==> src/rtl/lane_clk_enable_gen_pkg.sv <==
// Shared mode/state types and phase-increment constants for lane_clk_enable_gen.
// Increments are derived from the accumulator width so that any ACC_W keeps the same rates.
package lane_clk_enable_gen_pkg;

    typedef enum logic [1:0] {
        GEN2 = 2'd0,
        GEN3 = 2'd1,
        GEN4 = 2'd2,
        PROG = 2'd3
    } gen_e;

    typedef enum logic [1:0] {
        IDLE  = 2'd0,
        PEND  = 2'd1,
        APPLY = 2'd2
    } state_e;

    // FSM-rate increments are tabulated at 24 bits and rescaled to the actual width.
    localparam int          REF_W            = 24;
    localparam logic [63:0] FSM_INC_GEN2_REF = 64'd2033603;
    localparam logic [63:0] FSM_INC_GEN3_REF = 64'd4067206;

    function automatic logic [63:0] scale_ref(input logic [63:0] v, input int acc_w);
        if (acc_w >= REF_W) begin
            return v << (acc_w - REF_W);
        end
        return v >> (REF_W - acc_w);
    endfunction

    // Lane rate: one strobe every 8 / 4 / 2 cycles.
    function automatic logic [63:0] lane_inc(input gen_e g, input int acc_w);
        case (g)
            GEN2:    return 64'd1 << (acc_w - 3);
            GEN3:    return 64'd1 << (acc_w - 2);
            default: return 64'd1 << (acc_w - 1);
        endcase
    endfunction

    // Symbol rate: lane rate scaled by 64/66 for the 128b/130b-less generations.
    function automatic logic [63:0] fsm_inc(input gen_e g, input int acc_w);
        case (g)
            GEN2:    return scale_ref(FSM_INC_GEN2_REF, acc_w);
            GEN3:    return scale_ref(FSM_INC_GEN3_REF, acc_w);
            default: return 64'd1 << (acc_w - 1);
        endcase
    endfunction

endpackage

==> src/rtl/lane_clk_enable_gen_phase_acc.sv <==
// Phase accumulator with registered carry-out strobe; clear and hold both force
// the accumulator and strobe to zero for the next cycle.
module phase_acc
    import lane_clk_enable_gen_pkg::*;
#(
    parameter int ACC_W = 24
) (
    input  logic             clk,
    input  logic             rst_n,
    input  logic [ACC_W-1:0] inc,
    input  logic             clear,
    input  logic             hold,
    output logic             stb
);

    logic [ACC_W-1:0] acc_q;
    logic [ACC_W-1:0] acc_d;
    logic             stb_q;
    logic             stb_d;

    always_comb begin
        // NOTE: defaults first so every path assigns acc_d/stb_d and no latch is inferred.
        acc_d = '0;
        stb_d = 1'b0;
        if (!(clear || hold)) begin
            {stb_d, acc_d} = {1'b0, acc_q} + {1'b0, inc};
        end
    end

    // NOTE: non-blocking assignments so every flop samples pre-edge values together.
    always_ff @(posedge clk or negedge rst_n) begin
        if (!rst_n) begin
            acc_q <= '0;
            stb_q <= 1'b0;
        end else begin
            acc_q <= acc_d;
            stb_q <= stb_d;
        end
    end

    assign stb = stb_q;

endmodule

==> src/rtl/lane_clk_enable_gen.sv <==
// Lane/symbol clock-enable generator: NUM_CH lane accumulators plus one FSM-rate
// accumulator, with a glitch-free mode switch aligned to an fsm_stb. Macro: PROG_INC_EN.
module lane_clk_enable_gen
    import lane_clk_enable_gen_pkg::*;
#(
    parameter int NUM_CH = 2,
    parameter int ACC_W  = 24
) (
    input  logic              local_clk,
    input  logic              rst,
    input  logic [1:0]        gen_sel,
    input  logic              sel_req,
    output logic              sel_ack,
    output logic              sel_busy,
    input  logic [NUM_CH-1:0] lane_disable,
`ifdef PROG_INC_EN
    input  logic [ACC_W-1:0]  prog_inc,
`endif
    output logic [NUM_CH-1:0] lane_stb,
    output logic              fsm_stb,
    output logic [1:0]        cur_gen
);

    localparam logic [ACC_W-1:0] LANE_INC_GEN2 = ACC_W'(lane_inc(GEN2, ACC_W));
    localparam logic [ACC_W-1:0] LANE_INC_GEN3 = ACC_W'(lane_inc(GEN3, ACC_W));
    localparam logic [ACC_W-1:0] LANE_INC_GEN4 = ACC_W'(lane_inc(GEN4, ACC_W));
    localparam logic [ACC_W-1:0] FSM_INC_GEN2  = ACC_W'(fsm_inc(GEN2, ACC_W));
    localparam logic [ACC_W-1:0] FSM_INC_GEN3  = ACC_W'(fsm_inc(GEN3, ACC_W));
    localparam logic [ACC_W-1:0] FSM_INC_GEN4  = ACC_W'(fsm_inc(GEN4, ACC_W));

    state_e           state_q,    state_d;
    gen_e             cur_gen_q,  cur_gen_d;
    gen_e             pend_gen_q, pend_gen_d;
    logic             sel_ack_q,  sel_ack_d;
    logic             sel_busy_q, sel_busy_d;

    gen_e             req_gen;
    logic [ACC_W-1:0] lane_inc_w;
    logic [ACC_W-1:0] fsm_inc_w;
    logic             fsm_stb_w;
    logic             apply_now;

    always_comb begin
`ifdef PROG_INC_EN
        req_gen = gen_e'(gen_sel);
`else
        req_gen = (gen_sel == 2'd3) ? GEN4 : gen_e'(gen_sel);
`endif
    end

    always_comb begin
        lane_inc_w = LANE_INC_GEN4;
        fsm_inc_w  = FSM_INC_GEN4;
        unique case (cur_gen_q)
            GEN2: begin
                lane_inc_w = LANE_INC_GEN2;
                fsm_inc_w  = FSM_INC_GEN2;
            end
            GEN3: begin
                lane_inc_w = LANE_INC_GEN3;
                fsm_inc_w  = FSM_INC_GEN3;
            end
            GEN4: begin
                lane_inc_w = LANE_INC_GEN4;
                fsm_inc_w  = FSM_INC_GEN4;
            end
            PROG: begin
`ifdef PROG_INC_EN
                lane_inc_w = prog_inc;
                fsm_inc_w  = prog_inc;
`else
                lane_inc_w = LANE_INC_GEN4;
                fsm_inc_w  = FSM_INC_GEN4;
`endif
            end
        endcase
    end

    // A stopped FSM accumulator never strobes, so a switch away from it applies at once.
    assign apply_now = (state_q == PEND) && (fsm_stb_w || (fsm_inc_w == '0));

    always_comb begin
        state_d    = state_q;
        cur_gen_d  = cur_gen_q;
        pend_gen_d = pend_gen_q;
        sel_ack_d  = 1'b0;
        sel_busy_d = sel_busy_q;
        unique case (state_q)
            PEND: begin
                if (apply_now) begin
                    state_d    = APPLY;
                    cur_gen_d  = pend_gen_q;
                    sel_ack_d  = 1'b1;
                    sel_busy_d = 1'b0;
                end
            end
            IDLE, APPLY: begin
                state_d    = IDLE;
                sel_busy_d = 1'b0;
                if (sel_req) begin
                    if (req_gen == cur_gen_q) begin
                        sel_ack_d = 1'b1;
                    end else begin
                        pend_gen_d = req_gen;
                        state_d    = PEND;
                        sel_busy_d = 1'b1;
                    end
                end
            end
            default: begin
                state_d    = IDLE;
                sel_busy_d = 1'b0;
            end
        endcase
    end

    always_ff @(posedge local_clk or negedge rst) begin
        if (!rst) begin
            state_q    <= IDLE;
            cur_gen_q  <= GEN2;
            pend_gen_q <= GEN2;
            sel_ack_q  <= 1'b0;
            sel_busy_q <= 1'b0;
        end else begin
            state_q    <= state_d;
            cur_gen_q  <= cur_gen_d;
            pend_gen_q <= pend_gen_d;
            sel_ack_q  <= sel_ack_d;
            sel_busy_q <= sel_busy_d;
        end
    end

    for (genvar i = 0; i < NUM_CH; i++) begin : g_lane
        phase_acc #(
            .ACC_W (ACC_W)
        ) u_lane_acc (
            .clk   (local_clk),
            .rst_n (rst),
            .inc   (lane_inc_w),
            .clear (apply_now),
            .hold  (lane_disable[i]),
            .stb   (lane_stb[i])
        );
    end

    phase_acc #(
        .ACC_W (ACC_W)
    ) u_fsm_acc (
        .clk   (local_clk),
        .rst_n (rst),
        .inc   (fsm_inc_w),
        .clear (apply_now),
        .hold  (1'b0),
        .stb   (fsm_stb_w)
    );

    assign fsm_stb  = fsm_stb_w;
    assign sel_ack  = sel_ack_q;
    assign sel_busy = sel_busy_q;
    assign cur_gen  = cur_gen_q;

endmodule

==> config.mk <==
export PLATFORM = sky130hd
export DESIGN_NAME = lane_clk_enable_gen
export DESIGN_NICKNAME = d
export VERILOG_FILES = /design/src/rtl/lane_clk_enable_gen_pkg.sv /design/src/rtl/lane_clk_enable_gen_phase_acc.sv /design/src/rtl/lane_clk_enable_gen.sv
export SDC_FILE = /design/constraint.sdc
export NUM_CORES = 1
export LEC_CHECK = 0
export BUFFER_PORTS_ARGS = -buffer_cell sky130_fd_sc_hd__buf_2
export CAP_MARGIN = 20
export CORE_MARGIN = 3
export CORE_UTILIZATION = 25
export CTS_CLUSTER_SIZE = 24
export DETAILED_ROUTE_END_ITERATION = 12
export PLACE_DENSITY = 0.47
export SLEW_MARGIN = 20
export SYNTH_ARGS = -nofsm -noshare
export SYNTH_HDL_FRONTEND = slang
export SYNTH_SLANG_ARGS = --single-unit
==> constraint.sdc <==
create_clock -name local_clk -period 2.75 [get_ports local_clk]
set_clock_uncertainty 0.05 [all_clocks]
set_input_delay 0.4125 -clock local_clk [delete_from_list [all_inputs] [get_ports local_clk]]
set_output_delay 0.4125 -clock local_clk [all_outputs]
set_load 0.01 [all_outputs]
==> impl_summary.txt, run 1 <==
----------------------------------------------------
[Run status]
  Result of the run ... complete, no violations

[Logic synthesis]
  Portion of the post-synthesis area used by sequential elements ... 0.398
  Gate count after technology mapping ... roughly 260
  Share of the synthesized area in the top cell type ... 0.398
  Leading cell type by number of instances after synthesis ... dfrtp_1
  Number of distinct library cells after synthesis ... 48
  Post-synthesis sequential element count ... 40
  Combinational family with the most area after synthesis ... simple AND/OR/NAND/NOR gates
  Netlist Area Pre-Place ... 2510 sq um
  Post-synthesis area per instance ... 9.63 sq um
  Fraction of synthesis flops using an asynchronous set or reset pin ... 1.00
  Largest area contributor in the netlist ... dfrtp_1
  Primary flip-flop cell chosen by synthesis mapping ... dfrtp_1
  Mapped Nets ... 294
  Fraction of the mapped netlist area in adder cells ... 0.138
  Most area-consuming cells after synthesis ... dfrtp_1, ha_1, nor3_1
  Most frequent cells after synthesis ... dfrtp_1, ha_1, nor2_1, nand2_1, nor3_1
  Fraction of the mapped netlist area in simple logic gates ... 0.195
  Number of enable-type register cells in the synthesized netlist ... 0
  Synth warnings ... 0
  Compound-Gate Fraction of Synth Area ... 0.166
  Xor and xnor area share after synthesis ... 0.0383
  Mux share of post-synthesis cell area ... 0.0244

[Layout]
  Nets ... 314
  Antenna cells ... 0
  Share of post-route cells with drive strength above 1 ... 0.149
  Final standard cell count with taps included and fillers excluded ... around 410
  Growth of design area from synthesis to finish ... 13.7%

[Worst setup path]
  Class of the most critical setup path ... register to register
  CP endpoint kind ... register
  Worst Path Max Fanout ... 8
  Crit-path most repeated cell ... inv_1
  Internal reg-to-reg setup slack ... around 0.26 ns
  Critical path arrival ... 2.65 ns
  Reg2Reg Depth ... 9
  CP max stage delay ... around 0.47 ns
  Sequence of cells on the critical path ... inv_1 -> nand2_1 -> inv_1 -> ha_1 -> and3_1 -> o211ai_1 -> a31oi_2 -> a41oi_1 -> mux2i_1
  Critical-path cell with the highest stage delay ... dfrtp_1
  Launching point of the worst reg2reg path ... cur_gen[1]
  Setup crit start kind ... register
  Capture instance of the worst register-to-register path ... u_fsm_acc.acc_q[17]
  Data required time at the worst endpoint ... 2.91 ns

[GRT]
  Number of antenna violations at the first check in global routing ... 0
  Largest net degree at the start of global routing ... between 40 and 50
  Global-route wire length before repair ... roughly 9.9 mm
  Vias in the first global route ... 1922
  Global-route congestion overflow total ... 0
  GRT Util Overall ... 0.109

[Clocking]
  Count of cells resized by post-cts repair ... 0
  Total clock sinks ... 40
  Clock Tree Buf Depth ... 2
  Number of levels the H-tree was split into ... 2
  Clock tree root driver cell ... clkbuf_8
  Clock tree from TritonCTS ... built
  Clock latency at the later pin of the worst-skew pair ... about 0.3 ns
  Clock-pin slew on the worst setup and hold paths ... 0.08 ns
  Quantity of hold-fixing buffers added after cts ... 0
  Post-CTS setup-driven buffer insertion count ... 0
  Number of clock buffers inserted by TritonCTS ... 5

[Drt]
  Final routed wire length divided by cell count ... 13.7 um
  Initial DRC count ... 87
  Total wire length after detailed routing ... 5.64 mm
  DR pass1 iterations ... 4
  Total number of vias ... 1916
  Detail-routed via count per cell ... between 4 and 5
  Detail Route Antenna Nets ... 0
  Detailed-route DRC error count ... 0

[Floorplanning]
  Number of placed I/O pins ... 14
  Total Die Area ... 11300 sq um
  Die X ... ~110 um
  Initial core utilization ... 0.264
  Site Rows ... 35
  Total core area ... 9500 sq um
  Vert. Die Dim ... 106 um

[Placed design]
  DP HPWL ... around 4.1 mm
  Cell count after placement ... 403
  Last weighted congestion value of the routability-driven placer ... approximately 0.77
  Number of buffers added on ports ... 13
  Minimum setup slack after placement ... 0.272 ns

[STA]
  Final min period ... roughly 2.5 ns
  Slew HR ... 0.375
  Slew Viols, Final ... 0
  Hold Vio Cnt, Final ... 0
  Unrepaired setup endpoints after global routing ... no
  Maximum frequency from static timing analysis ... 401 MHz
  Post-route setup slack ... 0.258 ns
  Final setup violation count ... 0
  Share of the clock period used by the worst path ... 0.906
  Setup TNS ... 0 ns
  Transition time at the pin with the least slew margin ... 0.937 ns

[Flow run]
  Max-cap violation count ... 0

[Min path]
  Type of the worst min-delay path ... input port to async pin

----------------------------------------------------
worst max-delay path by stage:
stage / slack (ns) / cells past startpoint / to / startpoint
after floorplan: 0.17 / 9 / u_fsm_acc.acc_q[19] / cur_gen[1]
after global placement: 0.25 / 9 / u_fsm_acc.acc_q[14] / cur_gen[1]
after detailed placement: 0.27 / 8 / u_fsm_acc.acc_q[22] / cur_gen[1]
after CTS: 0.23 / 9 / u_fsm_acc.acc_q[17] / cur_gen[1]
after global routing: 0.05 / 9 / u_fsm_acc.acc_q[14] / cur_gen[1]
final: 0.26 / 9 / u_fsm_acc.acc_q[17] / cur_gen[1]
routing by layer:
metal	vias up	track usage	wire, um
met5	-	0	0
met4	0	0.0194	25
met2	14	0.171	2570
met3	4	0.0237	119
met1	920	0.154	2930
li1	978	-	-
registers in the layout (all words and copies together), names as in the netlist:
| register | count |
|---|---|
| state_q | 1 |
| pend_gen_q | 2 |
| u_fsm_acc.stb | 1 |
| sel_ack | 1 |
| g_lane.u_lane_acc.stb | 2 |
| u_fsm_acc.acc_q | 24 |
| sel_busy | 1 |
| cur_gen | 2 |
| g_lane.u_lane_acc.acc_q | 6 |
cells by family (layout without fill, tap and decap cells):
| family | Yosys count | after routing |
|---|---|---|
| adder cells (fa/ha/maj) | 26 | 26 |
| XOR/XNOR | 11 | 11 |
| AND/OR/NAND/NOR | 95 | 95 |
| flip-flops | 40 | 40 |
| multiplexers | 6 | 6 |
| AO/OA/AOI/OAI | 59 | 59 |
| buffers and inverters | 24 | 45 |
worst max-delay path, delay by kind of cell (launching register included):
kind | cells | cell delay (ns)
DFF | 1 | 0.47
adders and majority gates | 1 | 0.30
and+or+nand+nor | 2 | 0.29
AOI/OAI and AO/OA | 3 | 0.78
muxes | 1 | 0.23
buffers and inverters | 2 | 0.28
cell usage in the layout (no fill, tap or decap), drive strengths merged, types with 3 or more instances in the layout:
cell type	count
nand3	4
o211ai	5
a21oi	16
nor3	17
clkbuf	6
and3	7
dfrtp	40
o21ai	9
nand4	4
nand2	18
inv	16
buf	21
ha	23
mux2i	5
or2	4
a31oi	5
a21o	8
xor2	9
nor3b	3
nor2	21
fa	3
nand2b	7
cell type report:
class / count / area, sq um
Fill cell: 1016 / 6650
Multi-Input combinational cell: 197 / 1410
Sequential cell: 40 / 1000
Tap cell: 129 / 161
Timing Repair Buffer: 21 / 125
Clock buffer: 6 / 82.6
Inverter: 16 / 60.1
Clock inverter: 2 / 15.0
through the flow:
step	util	hold WS [ns]	area, sq um
finish	0.301	0.205	2860
global route	0.301	0.268	2860
CTS	0.301	0.245	2860
detailed placement	0.290	0.411	2760
global placement	0.290	0.434	2760
floorplan	-	0.0669	2510
Power of run 1 is left out: the tool's default activity adds up to more than one toggle a clock period on the data nets, which glitch-free logic cannot reach.
==> run 2: changes to the inputs <==
--- a/config.mk
+++ b/config.mk
@@ -5,6 +5,7 @@
 export SDC_FILE = /design/constraint.sdc
 export NUM_CORES = 1
 export LEC_CHECK = 0
+export ABC_AREA = 1
 export BUFFER_PORTS_ARGS = -buffer_cell sky130_fd_sc_hd__buf_2
 export CAP_MARGIN = 20
 export CORE_MARGIN = 3
==> impl_summary.txt, run 2 <==
----------------------------------------------------
[Clocking]
  Total clock sinks ... 40 (unchanged)
  Clock latency at the later pin of the worst-skew pair ... 0.29 ns (about the same)
  Post-CTS setup-driven buffer insertion count ... 0 (unchanged)
  Clock tree from TritonCTS ... built
  Clock tree root driver cell ... clkbuf_16
  Number of clock buffers inserted by TritonCTS ... 5 (unchanged)
  Number of levels the H-tree was split into ... 2 (unchanged)
  Quantity of hold-fixing buffers added after cts ... 0 (unchanged)
  Clock-pin slew on the worst setup and hold paths ... 0.06 ns (-0.02 ns)
  Count of cells resized by post-cts repair ... 0 (unchanged)
  Clock Tree Buf Depth ... 2 (unchanged)

[Drt]
  Detail Route Antenna Nets ... 0 (unchanged)
  Total wire length after detailed routing ... 7.80 mm (+38%)
  DR pass1 iterations ... 4 (unchanged)
  Final routed wire length divided by cell count ... 13.4 um (-2.5%)
  Initial DRC count ... 182 (+110%)
  Total number of vias ... 2600 (+36%)
  Detailed-route DRC error count ... 0 (unchanged)
  Detail-routed via count per cell ... 4.46 (-4.3%)

[STA]
  Share of the clock period used by the worst path ... 0.877 (-0.0296)
  Setup TNS ... 0 ns (unchanged)
  Transition time at the pin with the least slew margin ... 0.538 ns (-0.399 ns)
  Slew Viols, Final ... 0 (unchanged)
  Slew HR ... 0.639 (+0.264)
  Worst hold slack ... 0.0452 ns (-0.160 ns)
  Final setup violation count ... 0 (unchanged)
  Maximum frequency from static timing analysis ... 415 MHz (+3.4%)
  Unrepaired setup endpoints after global routing ... no
  Final min period ... 2.41 ns (-0.0813 ns)
  Hold Vio Cnt, Final ... 0 (unchanged)

[Logic synthesis]
  Mapped Nets ... 456 (+55%)
  Most frequent cells after synthesis ... nand2_1, inv_1, nor2_1, dfrtp_1
  Number of distinct library cells after synthesis ... 30 (-38%)
  Fraction of synthesis flops using an asynchronous set or reset pin ... 1.00 (unchanged)
  Portion of the post-synthesis area used by sequential elements ... 0.342 (-0.0567)
  Share of the synthesized area in the top cell type ... 0.342 (-0.0567)
  Primary flip-flop cell chosen by synthesis mapping ... dfrtp_1
  Post-synthesis sequential element count ... 40 (unchanged)
  Number of enable-type register cells in the synthesized netlist ... 0 (unchanged)
  Gate count after technology mapping ... 423 (+62%)
  Most area-consuming cells after synthesis ... dfrtp_1, nand2_1, ha_1
  Netlist Area Pre-Place ... 2930 sq um (+17%)
  Post-synthesis area per instance ... 6.92 sq um (-28%)
  Synth warnings ... 0 (unchanged)
  Leading cell type by number of instances after synthesis ... nand2_1
  Largest area contributor in the netlist ... dfrtp_1

[Worst setup path]
  Critical path arrival ... 2.53 ns (-0.12 ns)
  CP endpoint kind ... register
  Class of the most critical setup path ... register to register
  Reg2Reg Depth ... 11 (+2)
  Worst Path Max Fanout ... 6 (-2)
  Data required time at the worst endpoint ... 2.87 ns (-0.04 ns)
  Setup crit start kind ... register

[Layout]
  Registers with the most flip-flops ... u_fsm_acc.acc_q x24, g_lane.u_lane_acc.acc_q x6
  Most frequent cells in the layout ... nand2_1, inv_1, nor2_1, dfrtp_1
  Antenna cells ... 0 (unchanged)
  Growth of design area from synthesis to finish ... 13.8% (about the same)
  Nets ... 475 (+51%)
  Final std cell area, no fill ... 3330 sq um (+17%)
  Share of post-route cells with drive strength above 1 ... 0.0971 (-0.0519)
  Top reg by flops ... u_fsm_acc.acc_q
  Most common cell after layout, fill and taps aside ... nand2_1
  Max FFs per register ... 24 (unchanged)

[Min path]
  Type of the worst min-delay path ... input port to async pin

[GRT]
  Vias in the first global route ... 2550 (+33%)
  Largest net degree at the start of global routing ... 23 (-44%)
  Number of antenna violations at the first check in global routing ... 0 (unchanged)
  GRT Util Overall ... 0.127 (+0.0183)
  Global-route wire length before repair ... 13.0 mm (+31%)
  Global-route congestion overflow total ... 0 (unchanged)

[Placed design]
  DP HPWL ... 6.11 mm (+48%)
  Last weighted congestion value of the routability-driven placer ... 0.930 (+21%)
  Instance area at placement ... 3160 sq um (+15%)
  Number of buffers added on ports ... 13 (unchanged)

[Floorplanning]
  Initial core utilization ... 0.263 (-0.00111)
  Site Rows ... 38 (+8.6%)
  Total Die Area ... 13100 sq um (+16%)
  Die X ... 114 um (+7.5%)
  Total core area ... 11100 sq um (+17%)
  Vert. Die Dim ... 114 um (+7.5%)
  Number of placed I/O pins ... 14 (unchanged)

[Flow run]
  Max-cap violation count ... 0 (unchanged)

[Run status]
  Result of the run ... complete, no violations

----------------------------------------------------
-- run 2: per-layer routing --
| layer | routed length, um | up-vias | share of wire | GRT usage |
|---|---|---|---|---|
| met4 | 187 | 0 | 0.024 | 0.0435 |
| li1 | - | 1351 | - | - |
| met1 | 3850 | 1180 | 0.49 | 0.175 |
| met2 | 3500 | 59 | 0.45 | 0.204 |
| met3 | 269 | 10 | 0.034 | 0.0169 |
| met5 | 0 | - | 0 | 0 |
-- run 2: path summary, 6_finish.rpt --
| kind | from | end | slack, ns |
|---|---|---|---|
| max | cur_gen[1] | u_fsm_acc.acc_q[19] | 0.34 |
| min | rst | g_lane[0].u_lane_acc.acc_q[21] | 0.05 |
| max reg2reg | cur_gen[1] | u_fsm_acc.acc_q[19] | 0.34 |
| min reg2reg | u_fsm_acc.stb | sel_busy | 0.42 |
| max in group asynchronous | rst | u_fsm_acc.acc_q[23] | 1.90 |
| min in group local_clk | lane_disable[1] | g_lane[1].u_lane_acc.acc_q[23] | 0.35 |
-- run 2: critical path, stage by stage, from the launching register on --
cell      delay, ns
dfrtp_1        0.45
buf_4          0.20
inv_1          0.12
ha_1           0.40
nand2_2        0.12
nor2_1         0.31
and2_1         0.20
nand3_1        0.11
nand3b_1       0.16
nand2_1        0.07
nand2_1        0.06
nor2_1         0.05
-- run 2: cell families after synthesis --
| family | share of synthesized area |
|---|---|
| simple gates | 0.338 |
| buf+inv | 0.104 |
| flops | 0.342 |
| compound gates | 0.0671 |
| fa+ha+maj | 0.119 |
| xor+xnor | 0.0299 |
-- run 2: final cells by class --
type	count	area [sq um]
multi-input cells	308	1620
clock inverters	3	46.3
fillers	1221	7790
repair buffers	18	103
clock buffers	5	125
flip-flops and latches	40	1000
inverters	69	259
well taps	140	175
-- run 2: stage by stage --
| stage | setup WS (ns) | cells | utilization |
|---|---|---|---|
| after CTS | 0.324 | 583 | 0.299 |
| after global placement | 0.316 | 575 | 0.284 |
| after global routing | 0.0904 | 583 | 0.299 |
| after floorplan | 0.533 | 423 | - |
| after detailed placement | 0.356 | 575 | 0.284 |
| final | 0.339 | 583 | 0.299 |
Power of run 2 is left out for the same reason.
==> run 3: changes to the inputs <==
--- a/config.mk
+++ b/config.mk
@@ -9,10 +9,12 @@
 export BUFFER_PORTS_ARGS = -buffer_cell sky130_fd_sc_hd__buf_2
 export CAP_MARGIN = 20
 export CORE_MARGIN = 3
-export CORE_UTILIZATION = 25
+export CORE_UTILIZATION = 40
+export CTS_BUF_LIST = sky130_fd_sc_hd__clkbuf_4 sky130_fd_sc_hd__clkbuf_8
 export CTS_CLUSTER_SIZE = 24
 export DETAILED_ROUTE_END_ITERATION = 12
-export PLACE_DENSITY = 0.47
+export PLACE_DENSITY = 0.64
+export REMOVE_ABC_BUFFERS = 1
 export SLEW_MARGIN = 20
 export SYNTH_ARGS = -nofsm -noshare
 export SYNTH_HDL_FRONTEND = slang
==> impl_summary.txt, run 3 (synthesized netlist as in run 2, its figures left out) <==
----------------------------------------------------
[Clocking]
  Clock tree root driver cell ... clkbuf_8
  Count of cells resized by post-cts repair ... 0 (unchanged)
  Clock tree from TritonCTS ... built
  Clock latency at the later pin of the worst-skew pair ... 0.30 ns (about the same)
  Clock Tree Buf Depth ... 2 (unchanged)
  Post-CTS setup-driven buffer insertion count ... 0 (unchanged)
  Total clock sinks ... 40 (unchanged)
  Number of clock buffers inserted by TritonCTS ... 5 (unchanged)
  Clock-pin slew on the worst setup and hold paths ... 0.09 ns (+0.03 ns)
  Quantity of hold-fixing buffers added after cts ... 0 (unchanged)
  Number of levels the H-tree was split into ... 2 (unchanged)

[STA]
  Setup TNS ... 0 ns (unchanged)
  Slew Viols, Final ... 0 (unchanged)
  Transition time at the pin with the least slew margin ... 0.946 ns (+0.408 ns)
  Share of the clock period used by the worst path ... 0.863 (-0.0134)
  Maximum frequency from static timing analysis ... 421 MHz (+1.6%)
  Slew HR ... 0.369 (-0.270)
  Hold Vio Cnt, Final ... 0 (unchanged)
  Final setup violation count ... 0 (unchanged)
  Unrepaired setup endpoints after global routing ... no
  Worst hold slack ... 0.207 ns (+0.162 ns)
  Final min period ... 2.37 ns (-0.0368 ns)

[Drt]
  Detailed-route DRC error count ... 0 (unchanged)
  DR pass1 iterations ... 4 (unchanged)
  Detail Route Antenna Nets ... 0 (unchanged)
  Final routed wire length divided by cell count ... 13.1 um (-2.5%)
  Total wire length after detailed routing ... 7.02 mm (-10%)
  Initial DRC count ... 137 (-25%)
  Detail-routed via count per cell ... 4.83 (+8.4%)
  Total number of vias ... 2600 (unchanged)

[GRT]
  Global-route wire length before repair ... 12.0 mm (-7.4%)
  Global-route congestion overflow total ... 0 (unchanged)
  Vias in the first global route ... 2525 (-0.98%)
  Largest net degree at the start of global routing ... 41 (+78%)
  GRT Util Overall ... 0.183 (+0.0556)
  Number of antenna violations at the first check in global routing ... 0 (unchanged)

[Layout]
  Share of post-route cells with drive strength above 1 ... 0.0950 (-0.00204)
  Growth of design area from synthesis to finish ... 9.91%
  Area used by sequential logic in the layout ... 1000 sq um (unchanged)
  Multi-input gate area in the final layout ... 1620 sq um (unchanged)
  Antenna cells ... 0 (unchanged)
  Layout fillers ... 730 (-40%)
  Most common cell after layout, fill and taps aside ... nand2_1
  Top reg by flops ... u_fsm_acc.acc_q
  Registers with the most flip-flops ... u_fsm_acc.acc_q x24, g_lane.u_lane_acc.acc_q x6
  Nets ... 474 (-0.21%)
  Max FFs per register ... 24 (unchanged)
  Final std cell area, no fill ... 3220 sq um (-3.4%)
  Most frequent cells in the layout ... nand2_1, inv_1, nor2_1, dfrtp_1

[Floorplanning]
  Die X ... 91.6 um (-20%)
  Site Rows ... 30 (-21%)
  Total Die Area ... 8390 sq um (-36%)
  Total core area ... 6940 sq um (-38%)
  Number of placed I/O pins ... 14 (unchanged)
  Initial core utilization ... 0.422 (+0.159)
  Vert. Die Dim ... 91.6 um (-20%)

[Placed design]
  Number of buffers added on ports ... 13 (unchanged)
  Last weighted congestion value of the routability-driven placer ... 0.896 (-3.7%)
  DP HPWL ... 5.55 mm (-9.2%)
  Instance area at placement ... 3100 sq um (-2.0%)

[Worst setup path]
  Critical path arrival ... 2.49 ns (-0.04 ns)
  Data required time at the worst endpoint ... 2.87 ns (about the same)
  Setup crit start kind ... register
  Worst Path Max Fanout ... 8 (+2)
  Class of the most critical setup path ... register to register
  CP endpoint kind ... register

[Flow run]
  Max-cap violation count ... 0 (unchanged)

[Run status]
  Result of the run ... complete, no violations

[Min path]
  Type of the worst min-delay path ... input port to async pin

----------------------------------------------------
-- run 3: cell types whose count changed in the layout (fill, tap and decap cells not counted) --
| cell | delta |
|---|---|
| clkbuf_8 | +6 |
| clkbuf_16 | -5 |
| buf_4 | -1 |
| clkinv_4 | +1 |
| clkinvlp_4 | -1 |
| inv_6 | -1 |
-- run 3: worst max-delay path, stage by stage, from the launching register on --
cell and delay [ns]:
dfrtp_1 0.38, buf_4 0.18, nor2_1 0.15, ha_1 0.21, inv_1 0.06, fa_1 0.45
o21ai_4 0.28, nand2_2 0.08, nand2_2 0.10, nand2_1 0.06, nand2_1 0.07, xnor2_1 0.11
nor2_1 0.05
-- run 3: stage by stage --
| stage | setup WS (ns) | util | cells |
|---|---|---|---|
| after floorplan | 0.486 | - | 417 |
| after global placement | 0.436 | 0.446 | 530 |
| after detailed placement | 0.393 | 0.446 | 530 |
| after CTS | 0.367 | 0.464 | 538 |
| after global routing | 0.172 | 0.464 | 538 |
| final | 0.376 | 0.464 | 538 |
-- run 3: cell type report --
cell class | count | area share
Timing Repair Buffer | 17 | 0.0295
Clock inverter | 2 | 0.0120
Clock buffer | 6 | 0.0257
Tap cell | 96 | 0.0373
Sequential cell | 40 | 0.311
Inverter | 69 | 0.0805
Multi-Input combinational cell | 308 | 0.504
-- run 3: path summary, 6_finish.rpt --
check                      depth (start not counted)  slack, ns                        endpoint       startpoint
setup / recovery                                  12       0.38             u_fsm_acc.acc_q[10]       cur_gen[1]
hold / removal                                     1       0.21             u_fsm_acc.acc_q[21]              rst
setup reg to reg                                  12       0.38             u_fsm_acc.acc_q[10]       cur_gen[1]
hold reg to reg                                    1       0.42                        sel_busy    u_fsm_acc.stb
max in group asynchronous                          1       1.86  g_lane[1].u_lane_acc.acc_q[22]              rst
min in group local_clk                             3       0.34  g_lane[0].u_lane_acc.acc_q[22]  lane_disable[0]
-- run 3: routing by layer --
metal  track usage  routed length, um
met3        0.0282                157
met4        0.0729                185
met5             0                  0
met1         0.244               3410
met2         0.294               3270
Power of run 3 is left out for the same reason.
